## config.mk

```make
export PLATFORM = sky130hd
export DESIGN_NAME = keypad_digit_entry
export DESIGN_NICKNAME = d
export VERILOG_FILES = /design/src/rtl/keypad_pkg.sv /design/src/rtl/sync_2ff.sv /design/src/rtl/keypad_digit_entry.sv
export SDC_FILE = /design/constraint.sdc
export NUM_CORES = 1
export LEC_CHECK = 0
export BUFFER_PORTS_ARGS = -buffer_cell sky130_fd_sc_hd__buf_4
export CORE_AREA = 2 2 74 76
export CTS_CLUSTER_DIAMETER = 80
export DETAILED_ROUTE_END_ITERATION = 8
export DIE_AREA = 0 0 76 78
export PLACE_DENSITY = 0.8
export SYNTH_ARGS = -nofsm -noshare
export SYNTH_HDL_FRONTEND = slang
export SYNTH_SLANG_ARGS = --single-unit
```

## constraint.sdc

```tcl
create_clock -name clk -period 3.15 [get_ports clk]
set_clock_uncertainty 0.05 [all_clocks]
set_input_delay 0.63 -clock clk [delete_from_list [all_inputs] [get_ports clk]]
set_output_delay 0.63 -clock clk [all_outputs]
set_load 0.01 [all_outputs]
```

## src/rtl/keypad_pkg.sv

```systemverilog
// keypad_pkg: shared types and key decoding for the front-panel keypad logic.
package keypad_pkg;
    localparam int BCD_W = 4;
    localparam int MAX_KEYS = 10;
    typedef enum logic [1:0] {IDLE, DEBOUNCE, HELD, RELEASE} state_t;
    typedef struct packed {
        logic [BCD_W-1:0] bcd;
        logic             is_onehot;
    } key_code_t;
    function automatic key_code_t onehot_to_bcd(input logic [MAX_KEYS-1:0] k);
        key_code_t r;
        r.bcd = '0;
        r.is_onehot = (k != '0) && ((k & (k - MAX_KEYS'(1))) == '0);
        for (int i = 0; i < MAX_KEYS; i++)
            if (k[i]) r.bcd = BCD_W'(i);
        return r;
    endfunction
endpackage

```

## src/rtl/sync_2ff.sv

```systemverilog
// sync_2ff: two-flop synchroniser for asynchronous panel inputs.
module sync_2ff #(
    parameter int WIDTH = 1
) (
    input  logic             clk,
    input  logic             rst_n,
    input  logic [WIDTH-1:0] d,
    output logic [WIDTH-1:0] q
);
    logic [WIDTH-1:0] meta;
    always_ff @(posedge clk or negedge rst_n)
        if (!rst_n) {q, meta} <= '0;
        else        {q, meta} <= {meta, d};
endmodule

```

## src/rtl/keypad_digit_entry.sv

```systemverilog
// keypad_digit_entry: debounces a one-hot keypad, encodes presses to BCD and
// shifts accepted digits into a multi-digit entry register.
module keypad_digit_entry
    import keypad_pkg::*;
#(
    parameter int NUM_KEYS        = 10,
    parameter int DEBOUNCE_CYCLES = 4,
    parameter int NUM_DIGITS      = 4
) (
    input  logic                             clk,
    input  logic                             rst_n,
    input  logic                             en,
    input  logic [NUM_KEYS-1:0]              keys,
    input  logic                             clear,
    output logic [BCD_W-1:0]                 key_bcd,
    output logic                             key_valid,
    output logic [BCD_W*NUM_DIGITS-1:0]      digits,
    output logic [$clog2(NUM_DIGITS+1)-1:0]  digit_count,
    output logic                             full,
    output logic                             overflow
);
    localparam int CW = $clog2(DEBOUNCE_CYCLES+1);
    localparam int DW = $clog2(NUM_DIGITS+1);
    localparam logic [CW-1:0] CNT_MAX = CW'(DEBOUNCE_CYCLES);
    localparam logic [DW-1:0] COUNT_MAX = DW'(NUM_DIGITS);

    logic [NUM_KEYS-1:0] key_s, pat, pat_nx;
    logic [BCD_W-1:0]    idx, idx_nx;
    logic [CW-1:0]       cnt, cnt_nx, cnt_inc;
    state_t              state, state_nx;
    key_code_t           code_s;
    logic                accept;

    sync_2ff #(.WIDTH(NUM_KEYS)) u_sync (
        .clk   (clk),
        .rst_n (rst_n),
        .d     (keys),
        .q     (key_s)
    );

    assign code_s  = onehot_to_bcd(MAX_KEYS'(key_s));
    assign cnt_inc = (cnt == CNT_MAX) ? cnt : cnt + CW'(1);
    assign full    = digit_count == COUNT_MAX;

    always_ff @(posedge clk or negedge rst_n)
        if (!rst_n) begin
            state <= IDLE;
            cnt   <= '0;
            pat   <= '0;
            idx   <= '0;
        end else begin
            state <= state_nx;
            cnt   <= cnt_nx;
            pat   <= pat_nx;
            idx   <= idx_nx;
        end

    always_comb begin
        state_nx = state;
        cnt_nx   = cnt;
        pat_nx   = pat;
        idx_nx   = idx;
        if (en) begin
            state_nx = IDLE;
            cnt_nx   = '0;
        end else begin
            case (state)
                IDLE:
                    if (code_s.is_onehot) begin
                        state_nx = DEBOUNCE;
                        cnt_nx   = CW'(1);
                        pat_nx   = key_s;
                        idx_nx   = code_s.bcd;
                    end
                DEBOUNCE:
                    if (key_s != pat) begin
                        state_nx = IDLE;
                        cnt_nx   = '0;
                    end else if (cnt == CNT_MAX) state_nx = HELD;
                    else cnt_nx = cnt_inc;
                HELD:
                    if (key_s == '0) begin
                        state_nx = RELEASE;
                        cnt_nx   = CW'(1);
                    end
                RELEASE:
                    if (key_s != '0) state_nx = HELD;
                    else if (cnt == CNT_MAX) begin
                        state_nx = IDLE;
                        cnt_nx   = '0;
                    end else cnt_nx = cnt_inc;
                default: state_nx = IDLE;
            endcase
        end
    end

    // accept fires on the sample that completes the debounce and moves DEBOUNCE to HELD
    always_comb accept = !en && state == DEBOUNCE && key_s == pat && cnt == CNT_MAX;

    always_ff @(posedge clk or negedge rst_n)
        if (!rst_n) begin
            key_valid   <= 1'b0;
            overflow    <= 1'b0;
            key_bcd     <= '0;
            digits      <= '0;
            digit_count <= '0;
        end else begin
            key_valid <= accept;
            overflow  <= accept && full && !clear;
            if (accept) key_bcd <= idx;
            if (clear) begin
                digits      <= '0;
                digit_count <= '0;
            end else if (accept && !full) begin
                digits      <= (digits << BCD_W) | (BCD_W*NUM_DIGITS)'(idx);
                digit_count <= digit_count + DW'(1);
            end
        end
endmodule

```

==> impl_metrics.json <==
{
  "status": "completed",
  "crit_path_end_kind": "register",
  "overflow": 0,
  "r2r_setup_slack_ns": 0.51,
  "numCtsBuffers": 9,
  "clock_latency_ns": 0.34,
  "antenna_found_initial": 0,
  "final_common_cell": "dfrtp_1",
  "arrival_ns": 2.80,
  "min_period_ns": 2.639,
  "crit_required_ns": 3.32,
  "route.detailed.drc": 0,
  "areaGrowthSynthToFinish_pct": 21.45,
  "met1_length_um": 2360,
  "top_layer": "met4",
  "dpl.hpwl_um": 3495,
  "post-place-ws_ns": 0.5231,
  "critical_path_class": "register to register",
  "stdcell_count": 353,
  "final_cell_mix": "dfrtp_1 (64), buf_4 (42), a21oi_1 (26)",
  "hold_violations": 0,
  "dr_total_vias": 1872,
  "grt_max_degree": 65,
  "slew_headroom": 0.4829,
  "start_util": 0.5506,
  "fmax_ghz": 0.3790,
  "routedWlPerCell_um": 15.35,
  "synth_nets": 253,
  "syn_inst": 235,
  "tightest_slew_ns": 0.7756,
  "multi_input_area_mm2": 0.001067,
  "regArea_mm2": 0.001602,
  "max-vdd-ir-drop_uv": 458.3,
  "power_mw": 1.917,
  "syn-mean-instance-area_um2": 11.81,
  "coreArea_mm2": 0.005042,
  "ys_warn_count": 0,
  "whs_ns": 0.2996,
  "fp.dieArea_mm2": 0.005928,
  "std_cell_rows": 26,
  "clock_path_buffers": 2,
  "synth.cell_area_mm2": 0.002776,
  "p_leak_nw": 1.559,
  "gp_congestion": 0.8323,
  "cts_sinks": 64,
  "fp.dieW_um": 76,
  "hold_path.class": "register to register",
  "start_kind": "register",
  "drt_iter0_markers": 76,
  "io_buffers": 39,
  "grt_pass1_vias": 1910,
  "wl_met3_um": 222,
  "htreeDepth": 3,
  "cp_max_fo": 14,
  "via_per_inst": 5.303,
  "power.density_mw_per_mm2": 568.5,
  "fin_area_mm2": 0.003372,
  "rsz0062_at_grt": "no",
  "finalCoreUtilization": 0.6687,
  "fillers": 397,
  "wl_met2_um": 2759,
  "die_y_um": 78,
  "synth.distinct_cells": 41,
  "ys_ff_latch": 64,
  "antenna_cells": 0,
  "final_nets": 296,
  "fin_crit_sh": 0.8377,
  "track_usage": 0.1973,
  "cap_violations": 0,
  "io_pins": 40,
  "drtAntennaViolNets": 0,
  "setup_slack_ns": 0.5113,
  "finalWirelength_um": 5417,
  "finalSetupTns_ns": 0,
  "final_max_slew_viol_count": 0,
  "cts_setup_buffers": 0,
  "cts_tree": "yes",
  "clockRootBuffer": "clkbuf_8",
  "drt_first_pass_iters": 4,
  "ys_seq_area_frac": 0.5768,
  "dp_cells": 337,
  "cts_hold_buf": 0,
  "dpl-instance-area_mm2": 0.003105,
  "grt_first_pass_wirelength_um": 9163,
  "setup-violations-final": 0,
  "final_layout_size_suffix_gt1_frac": 0.2968,
  "cts_resized": 0,
  "path_clk_slew_ns": 0.08
}
## power by group
group,switching (mW),total (mW),internal [mW]
clock,0.332,0.941,0.608
combinational,0.0459,0.0964,0.0504
sequential,0.0297,0.880,0.850
total,0.408,1.92,1.51
## cell families (layout without fill, tap and decap cells)
logic type | after synthesis | after routing | share of synthesized area
DFF | 64 | 64 | 0.5768
buffers and inverters | 19 | 67 | 0.03876
and+or+nand+nor | 76 | 76 | 0.1469
muxes | 21 | 21 | 0.09779
xor gates and xnor gates | 11 | 11 | 0.03470
adders and majority gates | 5 | 5 | 0.02208
AOI/OAI and AO/OA | 39 | 39 | 0.08292
## per-layer routing
layer | vias up | global-route usage
met5 | - | 0
met4 | 0 | 0.09636
met3 | 6 | 0.03837
met2 | 48 | 0.3304
met1 | 921 | 0.2480
li1 | 897 | -
## state kept, by name (all words and copies together) (netlist names)
name         flops
digits          16
pat             10
u_sync.meta     10
u_sync.q        10
idx              4
key_bcd          4
cnt              3
digit_count      3
state            2
key_valid        1
overflow         1
## worst max-delay path, cell delays in order (launching register included)
cell and delay, ns:
dfrtp_1 0.45, nor4_2 0.42, nand2_1 0.12, maj3_2 0.34, nor4b_4 0.31, nor2b_2 0.18, buf_4 0.27, mux2_2 0.37
## final timing paths
path                                              end                startpoint  cells after the start
max                                pat[2]$_DFFE_PN0P_     u_sync.q[1]$_DFF_PN0_                      7
min                             u_sync.q[7]$_DFF_PN0_  u_sync.meta[7]$_DFF_PN0_                      0
max reg2reg                        pat[2]$_DFFE_PN0P_     u_sync.q[1]$_DFF_PN0_                      7
min reg2reg                     u_sync.q[7]$_DFF_PN0_  u_sync.meta[7]$_DFF_PN0_                      0
max in group asynchronous  digit_count[0]$_DFFE_PN0P_                     rst_n                      1
min in group asynchronous          pat[1]$_DFFE_PN0P_                     rst_n                      1
## Yosys cell counts
library cell,n,share of area
nor3b_1,1,0.0027
nor3_1,4,0.0072
buf_4,1,0.0027
nor4_2,3,0.014
or2_2,1,0.0023
nor4_1,1,0.0023
inv_1,8,0.011
a21oi_1,26,0.047
mux2i_1,2,0.0072
o22a_1,1,0.0032
buf_12,1,0.0072
xnor2_1,11,0.035
a21o_1,2,0.0054
o32ai_1,1,0.0032
and2_1,1,0.0023
o211a_1,1,0.0036
nand3_1,21,0.038
mux2_2,9,0.037
nand3b_1,2,0.0054
mux2_4,10,0.054
ha_1,4,0.018
o211ai_1,1,0.0027
o22ai_1,2,0.0045
nor4b_4,1,0.0086
nor2b_2,1,0.0032
buf_2,1,0.0018
a31oi_1,1,0.0023
o21a_1,1,0.0027
o31a_1,1,0.0032
clkbuf_1,5,0.0068
maj3_2,1,0.0041
buf_6,2,0.0081
o21bai_1,2,0.0054
or3_1,2,0.0045
dfrtp_1,64,0.58
clkinv_1,1,0.0014
nand2_1,25,0.034
nor2_1,8,0.011
nand4_1,2,0.0045
and4b_1,1,0.0036
nand2b_1,2,0.0045
## final cells by class
cell class                 instances  area share
clock buffer                       9     0.03673
clock inverter                     7     0.04230
tap                               70     0.02597
sequential                        64      0.4750
multi-input combinational        152      0.3165
inverter                           9     0.01002
timing repair buffer              42     0.09351
Power figures use the tool's default switching activity.
